## src/rtl/fetch_pc_controller.sv

```systemverilog
// rtl/fetch_pc_controller.sv - program counter and single-outstanding instruction fetch sequencer
module fetch_pc_controller #(
    parameter logic [31:0] RESET_PC = 32'h0000_0000
) (
    input  logic        clk,
    input  logic        rst,
    input  logic        ex_valid,
    input  logic        branch_ctrl,
    input  logic        jump,
    input  logic [31:0] target_pc,
    input  logic        stall,
    output logic        imem_req,
    output logic [31:0] imem_addr,
    input  logic        imem_ack,
    input  logic [31:0] imem_rdata,
    output logic        inst_valid,
    output logic [31:0] inst,
    output logic [31:0] inst_pc,
    output logic        flush
);

    typedef enum logic [1:0] {
        BOOT    = 2'd0,
        REQ     = 2'd1,
        DISCARD = 2'd2,
        VALID   = 2'd3
    } state_t;

    state_t      state_q;
    logic [31:0] pc_q;
    logic [31:0] target_q;
    logic        imem_req_q;
    logic [31:0] imem_addr_q;
    logic        inst_valid_q;
    logic [31:0] inst_q;
    logic [31:0] inst_pc_q;
    logic        flush_q;

    logic        redirect_d;
    logic [31:0] target_d;
    logic [31:0] pc_inc_d;
    logic [31:0] discard_pc_d;

    assign redirect_d   = ex_valid & (branch_ctrl | jump);
    assign target_d     = target_pc & 32'hFFFF_FFFC;
    assign pc_inc_d     = pc_q + 32'd4;
    // A redirect landing on the closing ack of a discarded fetch is the newest target.
    assign discard_pc_d = redirect_d ? target_d : target_q;

    always_ff @(posedge clk) begin
        if (rst) begin
            state_q      <= BOOT;
            pc_q         <= RESET_PC;
            target_q     <= RESET_PC;
            imem_req_q   <= 1'b0;
            imem_addr_q  <= RESET_PC;
            inst_valid_q <= 1'b0;
            inst_q       <= 32'h0;
            inst_pc_q    <= 32'h0;
            flush_q      <= 1'b0;
        end else begin
            flush_q <= redirect_d;
            case (state_q)
                BOOT: begin
                    state_q    <= REQ;
                    imem_req_q <= 1'b1;
                    if (redirect_d) begin
                        pc_q        <= target_d;
                        imem_addr_q <= target_d;
                    end else begin
                        imem_addr_q <= pc_q;
                    end
                end
                REQ: begin
                    if (imem_ack) begin
                        if (redirect_d) begin
                            pc_q        <= target_d;
                            imem_addr_q <= target_d;
                        end else begin
                            inst_q       <= imem_rdata;
                            inst_pc_q    <= pc_q;
                            inst_valid_q <= 1'b1;
                            pc_q         <= pc_inc_d;
                            imem_req_q   <= 1'b0;
                            state_q      <= VALID;
                        end
                    end else if (redirect_d) begin
                        // The memory still owes a response; keep the address stable and drop it later.
                        target_q <= target_d;
                        state_q  <= DISCARD;
                    end
                end
                DISCARD: begin
                    if (imem_ack) begin
                        pc_q        <= discard_pc_d;
                        imem_addr_q <= discard_pc_d;
                        state_q     <= REQ;
                    end else if (redirect_d) begin
                        target_q <= target_d;
                    end
                end
                VALID: begin
                    if (redirect_d) begin
                        inst_valid_q <= 1'b0;
                        pc_q         <= target_d;
                        imem_addr_q  <= target_d;
                        imem_req_q   <= 1'b1;
                        state_q      <= REQ;
                    end else if (!stall) begin
                        inst_valid_q <= 1'b0;
                        imem_addr_q  <= pc_q;
                        imem_req_q   <= 1'b1;
                        state_q      <= REQ;
                    end
                end
                default: begin
                    state_q <= BOOT;
                end
            endcase
        end
    end

    assign imem_req   = imem_req_q;
    assign imem_addr  = imem_addr_q;
    assign inst_valid = inst_valid_q;
    assign inst       = inst_q;
    assign inst_pc    = inst_pc_q;
    assign flush      = flush_q;

endmodule

```

## config.mk

```make
export PLATFORM = sky130hd
export DESIGN_NAME = fetch_pc_controller
export DESIGN_NICKNAME = d
export VERILOG_FILES = /design/src/rtl/fetch_pc_controller.sv
export SDC_FILE = /design/constraint.sdc
export NUM_CORES = 1
export LEC_CHECK = 0
export ABC_AREA = 1
export CAP_MARGIN = 20
export CORE_UTILIZATION = 23
export DETAILED_ROUTE_END_ITERATION = 10
export PLACE_DENSITY_LB_ADDON = 0.15
export RECOVER_POWER = 100
export SLEW_MARGIN = 20
export SYNTH_ARGS = -nofsm -noshare
export SYNTH_HDL_FRONTEND = slang
export SYNTH_SLANG_ARGS = --single-unit
```

## constraint.sdc

```tcl
create_clock -name clk -period 3.8 [get_ports clk]
set_clock_uncertainty 0.15 [all_clocks]
set_input_delay 0.76 -clock clk [delete_from_list [all_inputs] [get_ports clk]]
set_output_delay 0.76 -clock clk [all_outputs]
set_load 0.01 [all_outputs]
```

# Word level (Yosys, flattened, before mapping)
# Cells that the tools add are included.
# op_classes
n_eq_ne	10
mux	28
n_reduce_logical	12
addsub	1
n_bitwise	4
# op_table
op	count
2-to-1 mux 32 bit	9
case mux 32 bit (4 select lines)	1
case mux 32 bit (3 select lines)	1
adder 32 x 3 -> 32 bit, second input constant	1
AND reduction 4 bit	4
2-to-1 mux 2 bit	6
!= test 3 bit, second input constant	3
2-to-1 mux 1 bit	8
!= test 2 bit, second input constant	4
case mux 2 bit (4 select lines)	1
== test 2 bit, second input constant	2
AND reduction 2 bit	2
OR reduction 2 bit	2
case mux 1 bit (3 select lines)	1
AND reduction 3 bit	1
nonzero test 3 bit	1
== test 2 x 1 -> 1 bit, second input constant	1
logical NOT 2 bit	1
NOT 1 bit	2
case mux 1 bit (2 select lines)	1
nonzero test 2 bit	1
AND 1 bit	1
bitwise OR 1 bit	1
# totals
wordCells	64
inputBits	71
regBits	165

# Longest topological paths before layout
# depth
depth_word	5
depth_mapped	12
ltp_nobuf	11

# Least setup slack after synthesis
# OpenSTA, ideal clock, no wires.
# synth_path
path_type	input-to-reg
start	input ex_valid
end	register imem_addr_q[7], in the netlist imem_addr[7]
t_required_ns	3.530
path_buffers	2
slack_ns	1.594
path_stages	9
arrival_time_ns	1.937
setup_ns	0.120
path_cell_list	buf_4 inv_2 nor2_4 nor2_2 nor3_4 inv_2 buf_2 a21oi_1 a21oi_1
# synth_between
elab_chain_len	4
elab_cells_between_ends	9
cone_classes	eq/ne: 2; mux: 5; bitwise: 1; reduce/logical: 1
# synth_rtl
item	line_no	source
start, declared	7	input logic ex_valid,
AND 1 bit *	44	assign redirect_d = ex_valid & (branch_ctrl | jump);
2-to-1 mux 32 bit	n/a	
2-to-1 mux 32 bit	94	if (imem_ack) begin
case mux 32 bit (4 select lines)	63	case (state_q)
end signal, assigned	69	imem_addr_q <= target_d;
end signal, assigned	71	imem_addr_q <= pc_q;
end signal, assigned	96	imem_addr_q <= discard_pc_d;
end, declared	33	logic [31:0] imem_addr_q;
# Every way passes the cells marked *; elsewhere a longest branch is shown, timed or not. The select of a mux whose other input is x is not followed.
# A chain may end at the register's enable or synchronous reset.

# Worst setup path in the final report
# layout_path
start	input ex_valid
end	register imem_addr_q[12], in the netlist imem_addr[12]
# Same word-level chain as after synthesis.

==> metrics <==
status finished, violations left; failing checks max-capacitance violations, max-slew violations; routed wl met2 16.55 mm; die area 39,580 sq um; die height 198.9 um; CP dominant cell by count nor2_1; Initial Utilization 23.52%; clk slew on worst S/H paths 70 ps; Final Util 30.59%; setup_tns 0 ps; syn avg cell area 6.165 sq um; Placeable Area 37,930 sq um; GRT Util Overall 18.79%; most frequent cells in the layout nand2_1, nand3_1, a21oi_1; R2R Path Start state_q[1]; nets@finish 1,635; hold path depth 2; DP HPWL 24.00 mm; P_leak 4.822 nW; vias in the first global route 9,195; DR vias 9,731; Worst Path Required 3990 ps; max cap viols 1; flops & latches, synth 165; Clock Path Buffers 2; Rows 71; Area Growth Syn to Fin 30.06%; CTS Root Cell clkbuf_16; Max Used Layer met4; final worst path period share 83.10%; Hold Crit Class register to register; Setup crit start ex_valid; IO buf count 167; Slowest-stage cell, CP nor2_1; post-DR vias/cell 4.674; Post-CTS Resized 0; maximum clock frequency 316.7 MHz; first-pass GRT wire length 56.13 mm; M1 WL 18.22 mm; # diodes 0; Final setup viols 0; syn nets 1,524; largest net degree at the start of global routing 126; fin worst setup slack 642.4 ps; drt wl/cell 17.64 um; ranking of synthesized cells by area dfxtp_1, nand2_1, nand3_1; max-slew violation count 65; initial antenna violation count 0; Top Ports 170; sequential fraction of the synthesis area 37.03%; hold_ws 307.2 ps; Slew @ Worst Pin 1560 ps; Setup crit start kind input pin; CP max FO 18; most common cell after layout, fill and taps aside nand2_1; detailed-route DRC error count 0; Peak VDD IR 0.3141 mV; CP Capture Type register; mapped cell area 8921 sq um; GP Congestion 0.8330; DR pass1 iterations 5; pwr dens 469.6 nW/um^2; RSZ-0062 raised after global routing false; CP peak stage delay 570 ps; CTS tree built; global route total overflow 0; WS Path Type input pin to register; Synth area leader dfxtp_1; min Tclk post-route 3158 ps; H-tree lvl count 4; DR WL met3 1.546 mm; Relative slew margins -4.014%; crit path DAT 3350 ps; DP Worst Slack 584.2 ps; Num CTS Buffers 17; postcts setup bufs 0; Worst-Skew Late Latency 450 ps; Hold-fix buffers, CTS 0; antenna viol nets, final 0; Syn Inst Count 1,447; share of the synthesized area in the top cell type 37.03%; drt initial violations 751; min-delay src inst[13]; layout cell share with drive strength beyond 1 3.883%; final hold vios 0; Yosys cell types 30; yosys warns 0; crit path cell chain clkdlybuf4s50_1, inv_2, nor2_1, nor2_1, nor3_4, clkbuf_2, nand2_1, nor2_1, nor2_1; TritonCTS Sinks 165; chip width 198.9 um; Post-Route WL 36.72 mm; Worst Reg-to-Reg Cells 7
critical path, delay by kind of cell:
family | cells | cell delay [ps]
simple gates | 6 | 1570
buf+inv | 3 | 1000
state kept, by name (all words and copies together), names as in the netlist:
register and count:
imem_req 1, flush 1, pc_q 32, inst_valid 1
inst 32, imem_addr 32, state_q 2, inst_pc 32
target_q 32
metal layers:
layer  global-route usage, %  vias to the layer above
met2                   29.22                      223
li1                        -                     4925
met4                   4.131                        0
met1                   26.86                     4563
met3                   3.171                       20
met5                       0                        -
final cells by class:
cell class	instances	area, sq um
clock buffer	18	439.2
fill	4201	26330
clock inverter	14	140.1
sequential	165	3303
tap	511	639.4
timing repair buffer	189	1871
multi-input combinational	1065	4760
inverter	120	450.4
stage by stage:
step / std cells / instance area, sq um / total power [W]
after floorplan: 1447 / 8921 / 0.003037
after global routing: 2082 / 11600 / 0.005785
after CTS: 2082 / 11630 / 0.005574
after global placement: 2050 / 11050 / 0.003779
after detailed placement: 2050 / 11050 / 0.003774
final: 2082 / 11600 / 0.005449
synth_stat cells:
library cell and instances:
nand2_1 454, nand3_1 218, a21oi_1 190, dfxtp_1 165
inv_1 115, nor2_1 96, clkbuf_1 59, o21ai_0 43
o21ai_1 28, buf_2 23, buf_1 13, o21bai_1 8
ha_1 6, nand3b_1 6, inv_2 4, nand4_1 3
nor3_1 2, o211ai_1 2, a22o_1 1, a31oi_1 1
buf_4 1, clkbuf_2 1, clkinv_1 1, nand2_2 1
nor2_2 1, nor2_4 1, nor3_4 1, o211a_1 1
o21a_1 1, o221a_2 1
where the power goes:
group | internal [W] | switching [W]
clock | 0.000939 | 0.000821
combinational | 0.000557 | 0.00102
sequential | 0.00191 | 0.000201
total | 0.00341 | 0.00204
cell families after synthesis:
family | count (synthesis) | synth area share, %
adders and majority gates | 6 | 0.8415
buffers and inverters | 217 | 9.509
AOI/OAI and AO/OA | 276 | 15.97
and+or+nand+nor | 783 | 36.65
DFF | 165 | 37.03
path summary, 6_finish.rpt:
| check | to | slack, ps |
|---|---|---|
| setup / recovery | imem_addr[12] | 640 |
| hold / removal | inst[13] | 310 |
| setup reg to reg | pc_q[11] | 690 |
| hold reg to reg | inst[13] | 310 |
Note: power is estimated with default switching activity, not from simulation.
